`src/rtl/counter_binary_ranged_if.sv`:
```
// counter_binary_ranged_if: control and status bundle for counter_binary_ranged.
// The master drives the controls, step and bounds.
// The slave (the counter) drives count, at_low, at_high and bound_event.
interface counter_binary_ranged_if #(
  parameter int WORD_WIDTH = 8
);
  logic                  clear;
  logic                  run;
  logic                  up_down;
  logic                  load;
  logic [WORD_WIDTH-1:0] load_count;
  logic [WORD_WIDTH-1:0] step;
  logic [WORD_WIDTH-1:0] limit_low;
  logic [WORD_WIDTH-1:0] limit_high;
  logic                  saturate;
  logic [WORD_WIDTH-1:0] count;
  logic                  at_low;
  logic                  at_high;
  logic                  bound_event;

  modport master (
    output clear, run, up_down, load, load_count, step,
           limit_low, limit_high, saturate,
    input  count, at_low, at_high, bound_event
  );

  modport slave (
    input  clear, run, up_down, load, load_count, step,
           limit_low, limit_high, saturate,
    output count, at_low, at_high, bound_event
  );
endinterface

```
`src/rtl/counter_binary_ranged.sv`:
```
// counter_binary_ranged: up/down counter with a run-time step and run-time
// inclusive bounds. It either wraps (reloads the opposite bound) or saturates
// at those bounds, and raises a registered boundary-event pulse.
// Optional build macro COUNTER_BINARY_RANGED_SATURATE_EN:
// - defined: the saturate input selects wrap or saturate on each cycle.
// - undefined: the saturate input is ignored and the counter always wraps.
module counter_binary_ranged #(
  parameter int WORD_WIDTH    = 8,
  parameter int INITIAL_COUNT = 0
) (
  input  logic                    clock,
  input  logic                    reset_n,
  counter_binary_ranged_if.slave  bus
);

  localparam logic [WORD_WIDTH-1:0] INIT_VALUE = WORD_WIDTH'(INITIAL_COUNT);

  logic [WORD_WIDTH-1:0] count_q;
  logic [WORD_WIDTH-1:0] count_d;
  logic                  bound_event_q;
  logic                  bound_event_d;

  // Everything is one bit wider than the count so a carry or borrow stays
  // visible. It must never wrap silently through 2^WORD_WIDTH.
  logic [WORD_WIDTH:0]   sum_s;
  logic [WORD_WIDTH:0]   diff_s;
  logic                  overflow_s;
  logic                  underflow_s;
  logic                  hit_s;
  logic                  sat_s;

  // Extended add/sub and boundary detection for the current direction.
  always_comb begin
    sum_s       = {1'b0, count_q} + {1'b0, bus.step};
    diff_s      = {1'b0, count_q} - {1'b0, bus.step};
    // A zero step never produces an event, even when count is out of range.
    overflow_s  = (bus.step != {WORD_WIDTH{1'b0}}) &&
                  (sum_s > {1'b0, bus.limit_high});
    // diff_s[WORD_WIDTH] is the borrow, so it is set when count < step.
    underflow_s = (bus.step != {WORD_WIDTH{1'b0}}) &&
                  (diff_s[WORD_WIDTH] || (diff_s[WORD_WIDTH-1:0] < bus.limit_low));
    if (bus.up_down) begin
      hit_s = underflow_s;
    end else begin
      hit_s = overflow_s;
    end
  end

  // Wrap/saturate mode select; without the macro the mode is fixed to wrap.
  always_comb begin
`ifdef COUNTER_BINARY_RANGED_SATURATE_EN
    sat_s = bus.saturate;
`else
    sat_s = 1'b0;
`endif
  end

  // Next-state selection in priority order: clear, load, run, hold.
  always_comb begin
    count_d       = count_q;
    bound_event_d = 1'b0;
    if (bus.clear) begin
      count_d = INIT_VALUE;
    end else if (bus.load) begin
      count_d = bus.load_count;
    end else if (bus.run) begin
      if (hit_s) begin
        bound_event_d = 1'b1;
        // Overflow reloads low (wrap) or pins high (saturate); underflow mirrors it.
        case ({bus.up_down, sat_s})
          2'b00:   count_d = bus.limit_low;
          2'b01:   count_d = bus.limit_high;
          2'b10:   count_d = bus.limit_high;
          2'b11:   count_d = bus.limit_low;
          default: count_d = count_q;
        endcase
      end else if (bus.up_down) begin
        count_d = diff_s[WORD_WIDTH-1:0];
      end else begin
        count_d = sum_s[WORD_WIDTH-1:0];
      end
    end else begin
      count_d = count_q;
    end
  end

  // State register: asynchronous reset to the initial count, event cleared.
  always_ff @(posedge clock or negedge reset_n) begin
    if (!reset_n) begin
      count_q       <= INIT_VALUE;
      bound_event_q <= 1'b0;
    end else begin
      count_q       <= count_d;
      bound_event_q <= bound_event_d;
    end
  end

  // Outputs: registered count and event, combinational bound flags.
  always_comb begin
    bus.count       = count_q;
    bus.bound_event = bound_event_q;
    bus.at_low      = (count_q == bus.limit_low);
    bus.at_high     = (count_q == bus.limit_high);
  end

endmodule

```
`src/flat_wrapper.sv`:
```
// flat-port wrapper written by rule: the top's interface ports become plain ports
module counter_binary_ranged_flat 
#(
  parameter int WORD_WIDTH    = 8,
  parameter int INITIAL_COUNT = 0
)
  (clock, reset_n, bus_clear, bus_run, bus_up_down, bus_load, bus_load_count, bus_step, bus_limit_low, bus_limit_high, bus_saturate, bus_count, bus_at_low, bus_at_high, bus_bound_event);
  counter_binary_ranged_if #(.WORD_WIDTH(WORD_WIDTH)) bus_i ();
  input  logic clock;
  input  logic reset_n;
  input wire logic [$bits(bus_i.clear)-1:0] bus_clear;
  input wire logic [$bits(bus_i.run)-1:0] bus_run;
  input wire logic [$bits(bus_i.up_down)-1:0] bus_up_down;
  input wire logic [$bits(bus_i.load)-1:0] bus_load;
  input wire logic [$bits(bus_i.load_count)-1:0] bus_load_count;
  input wire logic [$bits(bus_i.step)-1:0] bus_step;
  input wire logic [$bits(bus_i.limit_low)-1:0] bus_limit_low;
  input wire logic [$bits(bus_i.limit_high)-1:0] bus_limit_high;
  input wire logic [$bits(bus_i.saturate)-1:0] bus_saturate;
  output wire logic [$bits(bus_i.count)-1:0] bus_count;
  output wire logic [$bits(bus_i.at_low)-1:0] bus_at_low;
  output wire logic [$bits(bus_i.at_high)-1:0] bus_at_high;
  output wire logic [$bits(bus_i.bound_event)-1:0] bus_bound_event;
  assign bus_i.clear = bus_clear;
  assign bus_i.run = bus_run;
  assign bus_i.up_down = bus_up_down;
  assign bus_i.load = bus_load;
  assign bus_i.load_count = bus_load_count;
  assign bus_i.step = bus_step;
  assign bus_i.limit_low = bus_limit_low;
  assign bus_i.limit_high = bus_limit_high;
  assign bus_i.saturate = bus_saturate;
  assign bus_count = bus_i.count;
  assign bus_at_low = bus_i.at_low;
  assign bus_at_high = bus_i.at_high;
  assign bus_bound_event = bus_i.bound_event;
  counter_binary_ranged #(.WORD_WIDTH(WORD_WIDTH), .INITIAL_COUNT(INITIAL_COUNT)) u_core (.clock(clock), .reset_n(reset_n), .bus(bus_i));
endmodule
```
`config.mk`:
```
export PLATFORM = sky130hd
export DESIGN_NAME = counter_binary_ranged_flat
export DESIGN_NICKNAME = d
export VERILOG_FILES = /design/src/rtl/counter_binary_ranged_if.sv /design/src/rtl/counter_binary_ranged.sv /design/src/flat_wrapper.sv
export SDC_FILE = /design/constraint.sdc
export NUM_CORES = 1
export LEC_CHECK = 0
export ABC_AREA = 0
export BUFFER_PORTS_ARGS = -buffer_cell sky130_fd_sc_hd__buf_2
export CORE_MARGIN = 2
export CORE_UTILIZATION = 58
export CTS_BUF_LIST = sky130_fd_sc_hd__clkbuf_16
export DETAILED_ROUTE_END_ITERATION = 12
export PLACE_DENSITY = 0.87
export RECOVER_POWER = 25
export SKIP_LAST_GASP = 1
export SYNTH_ARGS = -nofsm -noshare
export SYNTH_HDL_FRONTEND = slang
export SYNTH_SLANG_ARGS = --single-unit
```
`constraint.sdc`:
```
create_clock -name clock -period 5.7 [get_ports clock]
set_input_delay 0.855 -clock clock [delete_from_list [all_inputs] [get_ports clock]]
set_output_delay 0.855 -clock clock [all_outputs]
set_load 0.005 [all_outputs]
```
==> impl_summary.log <==
[metrics] outcome: completed
[metrics] global placement routability congestion: 0.901
[metrics] final worst hold slack: ~0.54 ns
[metrics] number of endpoints failing setup at the final stage: 0
[metrics] H-tree Lvls: 1
[metrics] first-pass GRT wire length: roughly 7.4 mm
[metrics] Rel. slew slack: 69.4%
[metrics] worst-path maximum fanout: 16
[metrics] fraction of layout cells with a size suffix above 1: around 22%
[metrics] number of distinct library cell variants in the gate-level netlist after synthesis: 55
[metrics] Sequential Area: roughly 230 sq um
[metrics] sequential fraction of the synthesis area: 11.9%
[metrics] Remaining DRCs: 0
[metrics] max-slew violations: 0
[metrics] setup total negative slack: 0 ns
[metrics] Detailed Place HPWL: just under 4 mm
[metrics] Syn Inst Count: 233
[metrics] cts-stage hold buffer count: 0
[metrics] final-report hold violation count: 0
[metrics] via count: ~1800
[metrics] area enclosed by the die boundary: around 0.0037 sq mm
[metrics] Post-synth EDFFs: 0
[metrics] drt first-iter violations: ~130
[metrics] starting utilization of the core area: about 62%
[metrics] type of the tightest min-delay check: in2async
[metrics] post-synthesis sequential element count: 9
[metrics] Pint: 283 uW
[metrics] via count of the first global-routing pass: about 1800
[metrics] final critical-path required period: between 3 and 4 ns
[metrics] Buffers & Inverters on Critical Path: 1
[metrics] Synth Cell Area: about 0.0019 sq mm
[metrics] share of the synthesized netlist area taken by xor and xnor gates: between 10% and 20%
[metrics] Top delay family on crit path: compound AO/OA/AOI/OAI gates
[metrics] share of the synthesized area in compound gates (AO/OA/AOI/OAI): roughly a quarter
[metrics] fraction of the mapped netlist area in adder cells: a little under a quarter
[metrics] total area of multi-input combinational cells: 0.00152 sq mm
[metrics] I/O pin cnt: 50
[metrics] worst IR drop on VDD: between 0.08 and 0.09 mV
[metrics] Clock Root Buffer: sky130_fd_sc_hd__clkbuf_16
[metrics] crit-path max cell delay: 0.40 ns
[metrics] Clk pin slew, worst setup/hold paths: 0.04 ns
[metrics] measured slew at the worst slew-check pin: 0.459 ns
[metrics] overall power after layout: between 400 and 500 uW
[metrics] TritonCTS buffer count: 3
[metrics] endpoint class of the critical path: register
[metrics] Std-Cell Rows: 20
[metrics] final clock period utilization by the worst path: between 60% and 70%
[metrics] max-cap viol count: 0
[metrics] sink count of the clock tree: 9
[metrics] worst-path cell with the longest stage delay: sky130_fd_sc_hd__fa_1
[metrics] pwr/cell area: about 210 mW/mm^2
[metrics] mux share of post-synthesis cell area: under 10%
[metrics] final instance count without filler cells: around 320
[metrics] cell chain of the critical path: buf_2 -> ha_1 -> fa_1 -> nor2b_1 -> o311ai_1 -> nand2_1 -> xnor2_1 -> ha_1 -> nand3_1 -> or2_1 -> a21oi_1 -> a31oi_4 -> o21ai_4 -> mux4_1 -> nand2_1 -> a221oi_2
[metrics] total track usage: about a quarter
[metrics] overall die height: a little over 60 um
[metrics] total number of yosys warnings: 0
[metrics] Clock Tree Buf Depth: 2
[metrics] part of the total power dissipated in combinational logic: a little under three fifths
[metrics] Mapped Avg Cell Area: between 8 and 9 sq um
[metrics] arrival time of data at the critical path endpoint: ~4.1 ns
[metrics] initial antenna violation count: 0
[metrics] simple-gate share of the synthesized area: 15.9%
[metrics] remaining antenna violation count after routing: 0
[metrics] register share of total power: approximately 18%
[metrics] Congestion Overflow GR: 0
[metrics] cts repair resizes: 0
[metrics] CTS tree: done
[metrics] horizontal extent of the die: 61.2 um
[metrics] net switching power: 189 uW
[metrics] n_diodes: 0
[metrics] Area growth syn-to-layout: 17.7%
[metrics] routed vias/inst: between 5 and 6
[metrics] clk_skew: around 0.0028 ns
[metrics] core occupancy in the finished layout: between 70% and 80%
[metrics] kind of start point of the critical path: primary input
[metrics] WL final: between 4 and 5 mm
[metrics] largest net degree at the start of global routing: 18
[metrics] LEAKAGE: between 0.001 and 0.0015 uW
[metrics] critical setup path kind: in2reg
[metrics] Post-Place Cells: about 320
[metrics] Core ar.: between 0.003 and 0.004 sq mm
[metrics] Syn Nets: 305
[metrics] relative contribution of the clock network to total power: approximately a quarter
[metrics] peak clock frequency supported by timing: approximately 0.25 GHz
[metrics] critical path startpoint: bus_step[0]
[metrics] Worst EP required: between 5 and 6 ns
[metrics] main combinational cell family by area after synthesis: compound AO/OA/AOI/OAI gates
[metrics] net switching share of the total power: about two fifths
[metrics] unrepaired setup endpoints after global routing: no
[metrics] total number of nets in the final design: around 350
[metrics] predominant post-synthesis flop cell: sky130_fd_sc_hd__dfrtp_1
[metrics] clock latency of the later-clocked register in the worst-skew pair: ~0.24 ns
[metrics] average wire per cell in the routed design: around 14 um
[metrics] number of buffers added for setup after CTS: 0
[metrics] async set or reset register ratio after synthesis: 100%
[metrics] port buffer count: 48
[metrics] count of fill cells added during filler insertion: about 270
[metrics] r2r startpoint: u_core.bus.count[0]
[metrics] DR pass1 iterations: 4
Yosys cell counts, drive strengths merged (3+ instances only):
cell type / instances / area (sq um)
ha: 31 / 388
inv: 31 / 116
xnor2: 24 / 210
nor2: 19 / 71.3
a21oi: 17 / 88.8
o21ai: 12 / 71.3
nand2: 11 / 43.8
dfrtp: 9 / 225
nand4: 7 / 43.8
clkbuf: 5 / 22.5
nand3: 5 / 25.0
o311ai: 5 / 43.8
nand2b: 4 / 25.0
nor2b: 4 / 25.0
a221oi: 3 / 45.0
a31oi: 3 / 33.8
mux4: 3 / 75.1
nor3: 3 / 15.0
nor3b: 3 / 22.5
o221ai: 3 / 32.5
layer usage:
metal  global-route usage, %  wire length (um)
met1                    31.2              2060
met2                    48.6              2170
met3                    2.52               226
met4                    10.6               107
met5                       0                 0
metrics by stage:
| stage | worst slack (ns) | cell area, sq um |
|---|---|---|
| after floorplan | 1.94 | 1900 |
| final | 1.73 | 2230 |
| after CTS | 1.72 | 2230 |
| after global placement | 1.52 | 2160 |
| after detailed placement | 1.47 | 2160 |
| after global routing | 1.46 | 2230 |
sequential cells by signal, indices dropped and copies added (netlist names):
name	cells
u_core.bus.count	8
u_core.bus.bound_event	1
worst register-to-register path: stages (launching register included):
cell and delay, ns:
sky130_fd_sc_hd__dfrtp_1 0.47, sky130_fd_sc_hd__ha_1 0.26, sky130_fd_sc_hd__fa_1 0.40, sky130_fd_sc_hd__nor2b_1 0.17, sky130_fd_sc_hd__o311ai_1 0.33, sky130_fd_sc_hd__nand2_1 0.12
sky130_fd_sc_hd__xnor2_1 0.16, sky130_fd_sc_hd__ha_1 0.31, sky130_fd_sc_hd__nand3_1 0.07, sky130_fd_sc_hd__or2_1 0.23, sky130_fd_sc_hd__a21oi_1 0.24, sky130_fd_sc_hd__a31oi_4 0.15
sky130_fd_sc_hd__o21ai_4 0.21, sky130_fd_sc_hd__mux4_1 0.36, sky130_fd_sc_hd__nand2_1 0.10, sky130_fd_sc_hd__a221oi_2 0.06
cells in the final DEF, fill, tap and decap left out, drive strengths merged, types with 2 or more instances in the layout:
cell	count
mux2i	2
o21ai	12
ha	31
buf	47
o22ai	2
o211ai	2
nor3b	3
nor3	3
clkbuf	4
fa	2
dfrtp	9
nor2b	4
nand2b	4
o221ai	3
nor2	19
a21boi	2
a221oi	3
a21oi	17
inv	32
mux4	3
xor2	2
xnor2	24
a31oi	3
nand3	5
a211oi	2
o311ai	5
nand4	7
nand2	11
final timing paths:
kind                                       end  slack (ns)  cells past startpoint
max                        u_core.bus.count[2]        1.73                     16
min                        u_core.bus.count[1]        0.54                      1
max reg2reg                u_core.bus.count[2]        1.93                     15
min reg2reg                u_core.bus.count[5]        0.73                      2
max in group asynchronous  u_core.bus.count[6]        4.85                      1
min in group clock         u_core.bus.count[5]        0.73                      2
cell families (layout without fill, tap and decap cells):
kind of cell / Yosys count / after routing
AOI/OAI and AO/OA: 60 / 60
and+or+nand+nor: 60 / 60
buffers and inverters: 39 / 84
adders and majority gates: 33 / 33
xor gates and xnor gates: 26 / 26
DFF: 9 / 9
muxes: 6 / 6
cell type report:
class                           count  share of cell area (%)
Multi-Input combinational cell    185                    67.8
Timing Repair Buffer               48                    10.7
Sequential cell                     9                    10.1
Inverter                           32                    5.38
Clock buffer                        3                    3.36
Tap cell                           44                    2.46
Clock inverter                      1                   0.168
power by group through the flow:
| stage | logic (uW) | clock network (uW) | registers, uW |
|---|---|---|---|
| after floorplan | 201 | 0 | 80.7 |
| after global placement | 255 | 0 | 83.4 |
| after detailed placement | 262 | 0 | 83.6 |
| after CTS | 264 | 124 | 82.9 |
| after global routing | 295 | 126 | 84.8 |
| final | 265 | 124 | 83.0 |
Power figures use the tool's default switching activity.
